`config.mk`:
```
export PLATFORM = sky130hd
export DESIGN_NAME = cordic_rotation_sequencer
export DESIGN_NICKNAME = d
export VERILOG_FILES = /design/src/rtl/cordic_rotation_sequencer.sv
export SDC_FILE = /design/constraint.sdc
export NUM_CORES = 1
export LEC_CHECK = 0
export CORE_AREA = 4 4 294 296
export CTS_BUF_LIST = sky130_fd_sc_hd__clkbuf_8
export CTS_CLUSTER_DIAMETER = 50
export DETAILED_ROUTE_END_ITERATION = 12
export DIE_AREA = 0 0 298 300
export PLACE_DENSITY = 0.52
export REMOVE_ABC_BUFFERS = 1
export SYNTH_ARGS = -nofsm -noshare
export SYNTH_HDL_FRONTEND = slang
export SYNTH_SLANG_ARGS = --single-unit
export TNS_END_PERCENT = 50
```
`constraint.sdc`:
```
create_clock -name clk -period 4 [get_ports clk]
set_clock_uncertainty 0.05 [all_clocks]
set_input_delay 0.6 -clock clk [delete_from_list [all_inputs] [get_ports clk]]
set_output_delay 0.6 -clock clk [all_outputs]
set_load 0.05 [all_outputs]
```
`src/rtl/cordic_rotation_sequencer.sv`:
```
// Iteration controller for a CORDIC micro-rotation stage. It takes one request,
// issues ITERS micro-rotations, feeds each result back, and presents the final vertices.
module cordic_rotation_sequencer #(
  parameter int ITERS = 8
) (
  input  logic         clk,
  input  logic         reset,
  input  logic         req_valid,
  output logic         req_ready,
  input  logic [151:0] req_v,
  input  logic [8:0]   req_z,
  input  logic [48:0]  req_meta,
  output logic [151:0] cs_v,
  output logic [8:0]   cs_z,
  output logic [8:0]   cs_atan,
  output logic [2:0]   cs_i,
  output logic         cs_enable_cordic,
  input  logic [151:0] cs_new_v,
  input  logic [8:0]   cs_new_z,
  input  logic         cs_out_enable_cordic,
  output logic         out_valid,
  input  logic         out_ready,
  output logic [151:0] out_v,
  output logic [8:0]   out_z,
  output logic [48:0]  out_meta
);

  typedef enum logic [1:0] {IDLE, ISSUE, WAIT, DONE} state_t;

  localparam logic [2:0] LAST = 3'(ITERS - 1);

  state_t       state;
  logic [2:0]   iter;
  logic [151:0] v_reg;
  logic [8:0]   z_reg;
  logic [48:0]  meta_reg;
  logic [8:0]   atan_reg;
  logic         en_reg;
  logic         valid_reg;
  logic [151:0] neg_v;
  logic         pre_rot;

  // atan(2^-i) in units of 180/256 degrees
  function automatic logic [8:0] atan_lut(input logic [2:0] i);
    case (i)
      3'd0:    return 9'd64;
      3'd1:    return 9'd38;
      3'd2:    return 9'd20;
      3'd3:    return 9'd10;
      3'd4:    return 9'd5;
      3'd5:    return 9'd3;
      default: return 9'd1;
    endcase
  endfunction

  // Negated vertex components; the most negative value saturates instead of wrapping.
  genvar gi;
  generate
    for (gi = 0; gi < 8; gi++) begin : g_neg
      logic [18:0] comp;
      assign comp = req_v[gi*19 +: 19];
      assign neg_v[gi*19 +: 19] = (comp == 19'h40000) ? 19'h3FFFF : 19'(-comp);
    end
  endgenerate

  // Angles outside [-128,127] are folded by a 180-degree pre-rotation.
  assign pre_rot = req_z[8] ^ req_z[7];

  always_ff @(posedge clk) begin
    if (reset) begin
      state     <= IDLE;
      iter      <= 3'd0;
      v_reg     <= '0;
      z_reg     <= '0;
      meta_reg  <= '0;
      atan_reg  <= '0;
      en_reg    <= 1'b0;
      valid_reg <= 1'b0;
    end else begin
      case (state)
        IDLE: begin
          if (req_valid) begin
            meta_reg <= req_meta;
            iter     <= 3'd0;
            atan_reg <= atan_lut(3'd0);
            if (req_meta[0]) begin
              v_reg     <= req_v;
              z_reg     <= req_z;
              valid_reg <= 1'b1;
              state     <= DONE;
            end else begin
              v_reg  <= pre_rot ? neg_v : req_v;
              z_reg  <= pre_rot ? (req_z ^ 9'h100) : req_z;
              en_reg <= 1'b1;
              state  <= ISSUE;
            end
          end
        end
        ISSUE: begin
          en_reg <= 1'b0;
          state  <= WAIT;
        end
        WAIT: begin
          if (cs_out_enable_cordic) begin
            v_reg <= cs_new_v;
            z_reg <= cs_new_z;
            if (iter == LAST) begin
              valid_reg <= 1'b1;
              state     <= DONE;
            end else begin
              iter     <= 3'(iter + 3'd1);
              atan_reg <= atan_lut(3'(iter + 3'd1));
              en_reg   <= 1'b1;
              state    <= ISSUE;
            end
          end
        end
        DONE: begin
          if (out_ready) begin
            valid_reg <= 1'b0;
            state     <= IDLE;
          end
        end
        default: state <= IDLE;
      endcase
    end
  end

  assign req_ready        = (state == IDLE) && !reset;
  assign cs_v             = v_reg;
  assign cs_z             = z_reg;
  assign cs_atan          = atan_reg;
  assign cs_i             = iter;
  assign cs_enable_cordic = en_reg;
  assign out_valid        = valid_reg;
  assign out_v            = v_reg;
  assign out_z            = z_reg;
  assign out_meta         = meta_reg;

endmodule
```
## Yosys cells after proc, flatten, opt, wreduce, memory -nomap -nowiden

Index checks and enable logic that the tools add are counted.

| word-level totals | value |
|---|---|
| register bits after elaboration | 226 |
| output and inout port bits | 386 |
| logic and storage cells | 100 |

| cells by class | value |
|---|---|
| $add $sub $neg | 9 |
| eq/ne operators | 24 |
| multiplexer cells | 44 |
| bitwise gates (word level) | 2 |
| reduce and logical (&&, ||, !) cells | 13 |

Operators by type and width:

| cell | number |
|---|---|
| 152-bit 2-to-1 mux | 4 |
| 152-bit case mux with 2 select lines | 1 |
| 19-bit == test, second input constant | 8 |
| 19-bit 2-to-1 mux | 8 |
| 19-bit negator | 8 |
| 9-bit 2-to-1 mux | 7 |
| 7-bit case mux with 6 select lines | 1 |
| 9-bit case mux with 2 select lines | 2 |
| 2-bit inequality test, second input constant | 7 |
| 2-bit 2-to-1 mux | 5 |
| 3-bit == test, second input constant | 3 |
| 1-bit 2-to-1 mux | 9 |
| 3-bit 2-to-1 mux | 3 |
| 2-bit case mux with 4 select lines | 1 |
| 3-bit by 2-bit == test with 1-bit output, second input constant | 2 |
| 1-bit case mux with 3 select lines | 2 |
| 3-bit case mux with 2 select lines | 1 |
| 3-bit AND reduction | 2 |
| 6-bit AND reduction | 1 |
| 3-bit nonzero test | 2 |
| 5-bit AND reduction | 1 |
| 2-bit == test, second input constant | 2 |
| 4-bit AND reduction | 1 |
| 3-bit by 1-bit adder with 3-bit output, second input constant | 1 |
| other kinds (10) | 10 |

## Depth between registers and ports, before layout

| depth | value |
|---|---|
| word-level depth | 6 |
| mapped depth | 11 |

## Worst setup path after synthesis

OpenSTA, ideal clock, no wires.

| timing | value |
|---|---|
| kind | input to register |
| from | input port req_v[95] |
| to | register v_reg[109], in the netlist cs_v[109] |
| library setup time | 0.117 ns |
| arrival | 2.172 ns |
| required time | 3.833 ns |
| path slack | 1.661 ns |
| stages | 7 |
| path through | inv_1 > ha_1 > nor4b_1 > nand4_1 > nor3b_1 > or3_1 > a32o_1 |

| on the way | value |
|---|---|
| word-level cells in the longest chain between the ends | 6 |

RTL lines:

| what | RTL line | RTL |
|---|---|---|
| from (decl) | 10 | `input logic [151:0] req_v,` |
| 19-bit negator or 19-bit == test (tied branches) | 62 | `assign neg_v[gi*19 +: 19] = (comp == 19'h40000) ? 19'h3FFFF : 19'(-comp);` |
| 19-bit 2-to-1 mux * | 62 |  |
| 152-bit 2-to-1 mux * | 92 | `v_reg <= pre_rot ? neg_v : req_v;` |
| 152-bit 2-to-1 mux * | 86 | `if (req_meta[0]) begin` |
| 152-bit 2-to-1 mux * | 82 | `if (req_valid) begin` |
| 152-bit case mux with 2 select lines * | 80 | `case (state)` |
| to (signal assigned) | 87 | `v_reg <= req_v;` |
| to (signal assigned) | 92 |  |
| to (signal assigned) | 105 | `v_reg <= cs_new_v;` |
| to (decl) | 34 | `logic [151:0] v_reg;` |

Mark *: on every way between the ends. The rest lies on a longest branch, timed or not. The select of a mux whose other input is x is not followed.
A chain may end at the register's enable or synchronous reset.

## Worst setup path after layout

| timing | value |
|---|---|
| from | register state[0] |
| to | output port req_ready |

| on the way | value |
|---|---|
| word-level cells in the longest chain between the ends | 2 |

RTL lines:

| what | RTL line | RTL |
|---|---|---|
| from (decl) | 32 | `state_t state;` |
| from (signal assigned) | 71 | `state <= IDLE;` |
| from (signal assigned) | 90 | `state <= DONE;` |
| from (signal assigned) | 95 | `state <= ISSUE;` |
| 2-bit zero test | 129 | `assign req_ready = (state == IDLE) && !reset;` |
| 1-bit logical AND | 129 |  |
| to (decl) | 9 | `output logic req_ready,` |

No other way between the ends.

==> flow_summary.json <==
{
  "status": "complete, no violations",
  "start_kind": "flop",
  "synth-compound-area-share_pct": 24.5,
  "rsz0062_at_grt": "no",
  "yosysWarnings": 0,
  "dr.pass1.iters": 5,
  "grt_pass1_wl_um": 113000,
  "placed_cell_area_um2": 21900,
  "crit_path_end_kind": "primary output",
  "synth_adder_area_share_pct": 1.67,
  "power_density_nw_per_um2": 872,
  "antenna_found_initial": 24,
  "cts_tree": "built",
  "io_pins": 762,
  "hold_path.class": "in2reg",
  "initial_core_util_pct": 17.0,
  "fmax_ghz": 0.323,
  "cts_hold_buf": 0,
  "fin_area_um2": 23100,
  "gp_congestion": 0.868,
  "tns_ps": 0,
  "clk_root_buffer_cell": "clkbuf_8",
  "critical_path_class": "reg2out",
  "netlist_area_um2": 14200,
  "synthArstFlopShare_pct": 0,
  "ys.flop_type": "dfxtp_1",
  "synth_edf_count": 0,
  "via_per_inst": 4.57,
  "synth_area_per_cell_um2": 7.62,
  "timing.final.crit_share_pct": 77.3,
  "synth_top_family_by_area": "compound AO/OA/AOI/OAI gates",
  "die_area_um2": 89400,
  "setup_viol": 0,
  "syn_inst": 1864,
  "finalMaxSlewViolations": 0,
  "drcViolationCount": 0,
  "hold_violations": 0,
  "critPathRequiredTime_ps": 3350,
  "numCtsBuffers": 52,
  "yosys.area_share.xor_xnor_pct": 5.30,
  "ctsLongestPathBuffers": 3,
  "cts_resized": 0,
  "routedWlPerCell_um": 22.4,
  "synthSimpleGateAreaFrac_pct": 22.5,
  "slew_headroom_pct": 43.4,
  "vias": 16304,
  "syn_to_final_growth_pct": 62.2,
  "clock-sinks": 224,
  "clkLatencyLatePin_ps": 630,
  "drive_above_1_share_pct": 6.79,
  "first_global_vias": 16190,
  "grt_overflow": 0,
  "fin_crit_ps": 3090,
  "pre_cts_slack_ps": 553,
  "muxShareOfSynthArea_pct": 1.27,
  "die-height_um": 300,
  "dp_hpwl_um": 62200,
  "fin_ws_ps": 907,
  "postRouteAntennaNets": 0,
  "vdd_drop_max_mv": 0.720,
  "ys_types": 74,
  "cts_htree_levels": 2,
  "layout_commonest_cell": "clkdlybuf4s50_1",
  "ys_ff_latch": 224,
  "postCtsSetupBuffers": 0,
  "clkSlewWorstSetupHoldPaths_ps": 60,
  "whs_ps": 308,
  "drt_iter0_markers": 860,
  "nets": 2828,
  "worst_slew_pin_slew_ps": 849,
  "die_width_um": 298,
  "arrival_ps": 2440,
  "fp.coreArea_um2": 83600,
  "cp_max_fo": 8,
  "maxCapViolCount": 0,
  "portBuffers": 759,
  "grt_max_degree": 138,
  "routed_wl_um": 79900,
  "seq_area_frac_synth_pct": 31.6,
  "rows": 106,
  "final_cell_mix": "clkdlybuf4s50_1, nand2_1, dfxtp_1",
  "grt_use_total_pct": 16.9,
  "p_leak_nw": 8.17
}
==> power by group <==
part	switching (mW)	internal (mW)
combinational	9.10	4.12
sequential	0.885	3.09
clock	1.26	1.65
total	11.3	8.85
==> cell usage after synthesis, types with 8 or more instances <==
cell | count | area (um2)
nand2b_1 | 18 | 113
mux2i_1 | 18 | 180
a211oi_1 | 40 | 300
a31oi_1 | 22 | 138
nor3_1 | 77 | 385
nand4_1 | 10 | 62.6
a221oi_1 | 36 | 315
ha_1 | 19 | 238
o211ai_1 | 11 | 82.6
nor2b_1 | 9 | 56.3
o31ai_1 | 8 | 60.1
o221ai_1 | 22 | 193
or3_1 | 19 | 119
o21ai_0 | 168 | 841
clkbuf_1 | 83 | 312
nor4_1 | 21 | 131
xnor2_1 | 42 | 368
nor2_1 | 111 | 417
nand2_1 | 257 | 965
dfxtp_1 | 224 | 4480
buf_1 | 21 | 78.8
a2bb2oi_1 | 8 | 70.1
buf_4 | 165 | 1240
nand3_1 | 25 | 125
buf_2 | 20 | 100
a211o_1 | 8 | 70.1
a311oi_1 | 9 | 78.8
or2_2 | 8 | 50.1
or4_1 | 16 | 120
inv_1 | 39 | 146
a21oi_1 | 136 | 681
nor3b_1 | 15 | 113
xor2_1 | 44 | 385
and3_1 | 13 | 81.3
==> through the flow <==
step	power [mW]	util, %	cells
floorplan	11.7	-	1576
finish	20.1	27.6	3570
CTS	20.3	27.5	3554
global route	21.1	27.6	3562
detailed placement	17.3	26.2	3459
global placement	17.3	26.2	3459
==> final cells by class <==
class / count / area [um2]
inverter: 39 / 151
clock inverter: 31 / 239
timing repair buffer: 803 / 8000
fill: 9094 / 60500
multi-input combinational: 1313 / 7910
antenna: 16 / 40.0
tap: 1080 / 1350
sequential: 224 / 4480
clock buffer: 64 / 881
==> worst max-delay path: stages, from the launching register on <==
cell and delay, ps:
dfxtp_1 350, inv_1 130, ha_1 290, nor2b_1 190, clkdlybuf4s50_1 850
==> path summary, 6_finish.rpt <==
| path | slack (ps) | startpoint | end | cells past startpoint |
|---|---|---|---|---|
| setup / recovery | 910 | state[0] | req_ready | 4 |
| hold / removal | 310 | reset | cs_i[0] | 2 |
| setup reg to reg | 990 | state[0] | cs_v[29] | 8 |
| hold reg to reg | 400 | cs_atan[4] | cs_atan[4] | 2 |
==> kinds of logic after synthesis <==
logic type,Yosys count
buffers and inverters,328
flip-flops,224
other,1
XOR/XNOR,86
multiplexers,18
AO/OA/AOI/OAI,542
AND/OR/NAND/NOR,646
adder cells (fa/ha/maj),19
==> flip-flops by register name, summed over array words and instances, names as in the netlist <==
name and cells:
cs_i 3, out_meta 49, state 2, cs_z 9, out_valid 1, cs_enable_cordic 1, cs_v 152, cs_atan 7
==> routing by layer <==
layer / up-vias / routed length, um / global-route usage [%]
li1: 7725 / - / -
met1: 7717 / 32900 / 20.6
met2: 703 / 37000 / 27.7
met3: 145 / 6700 / 5.15
met4: 14 / 3170 / 7.06
met5: - / 103 / 0
No activity file was read; power rests on OpenSTA's default activity.
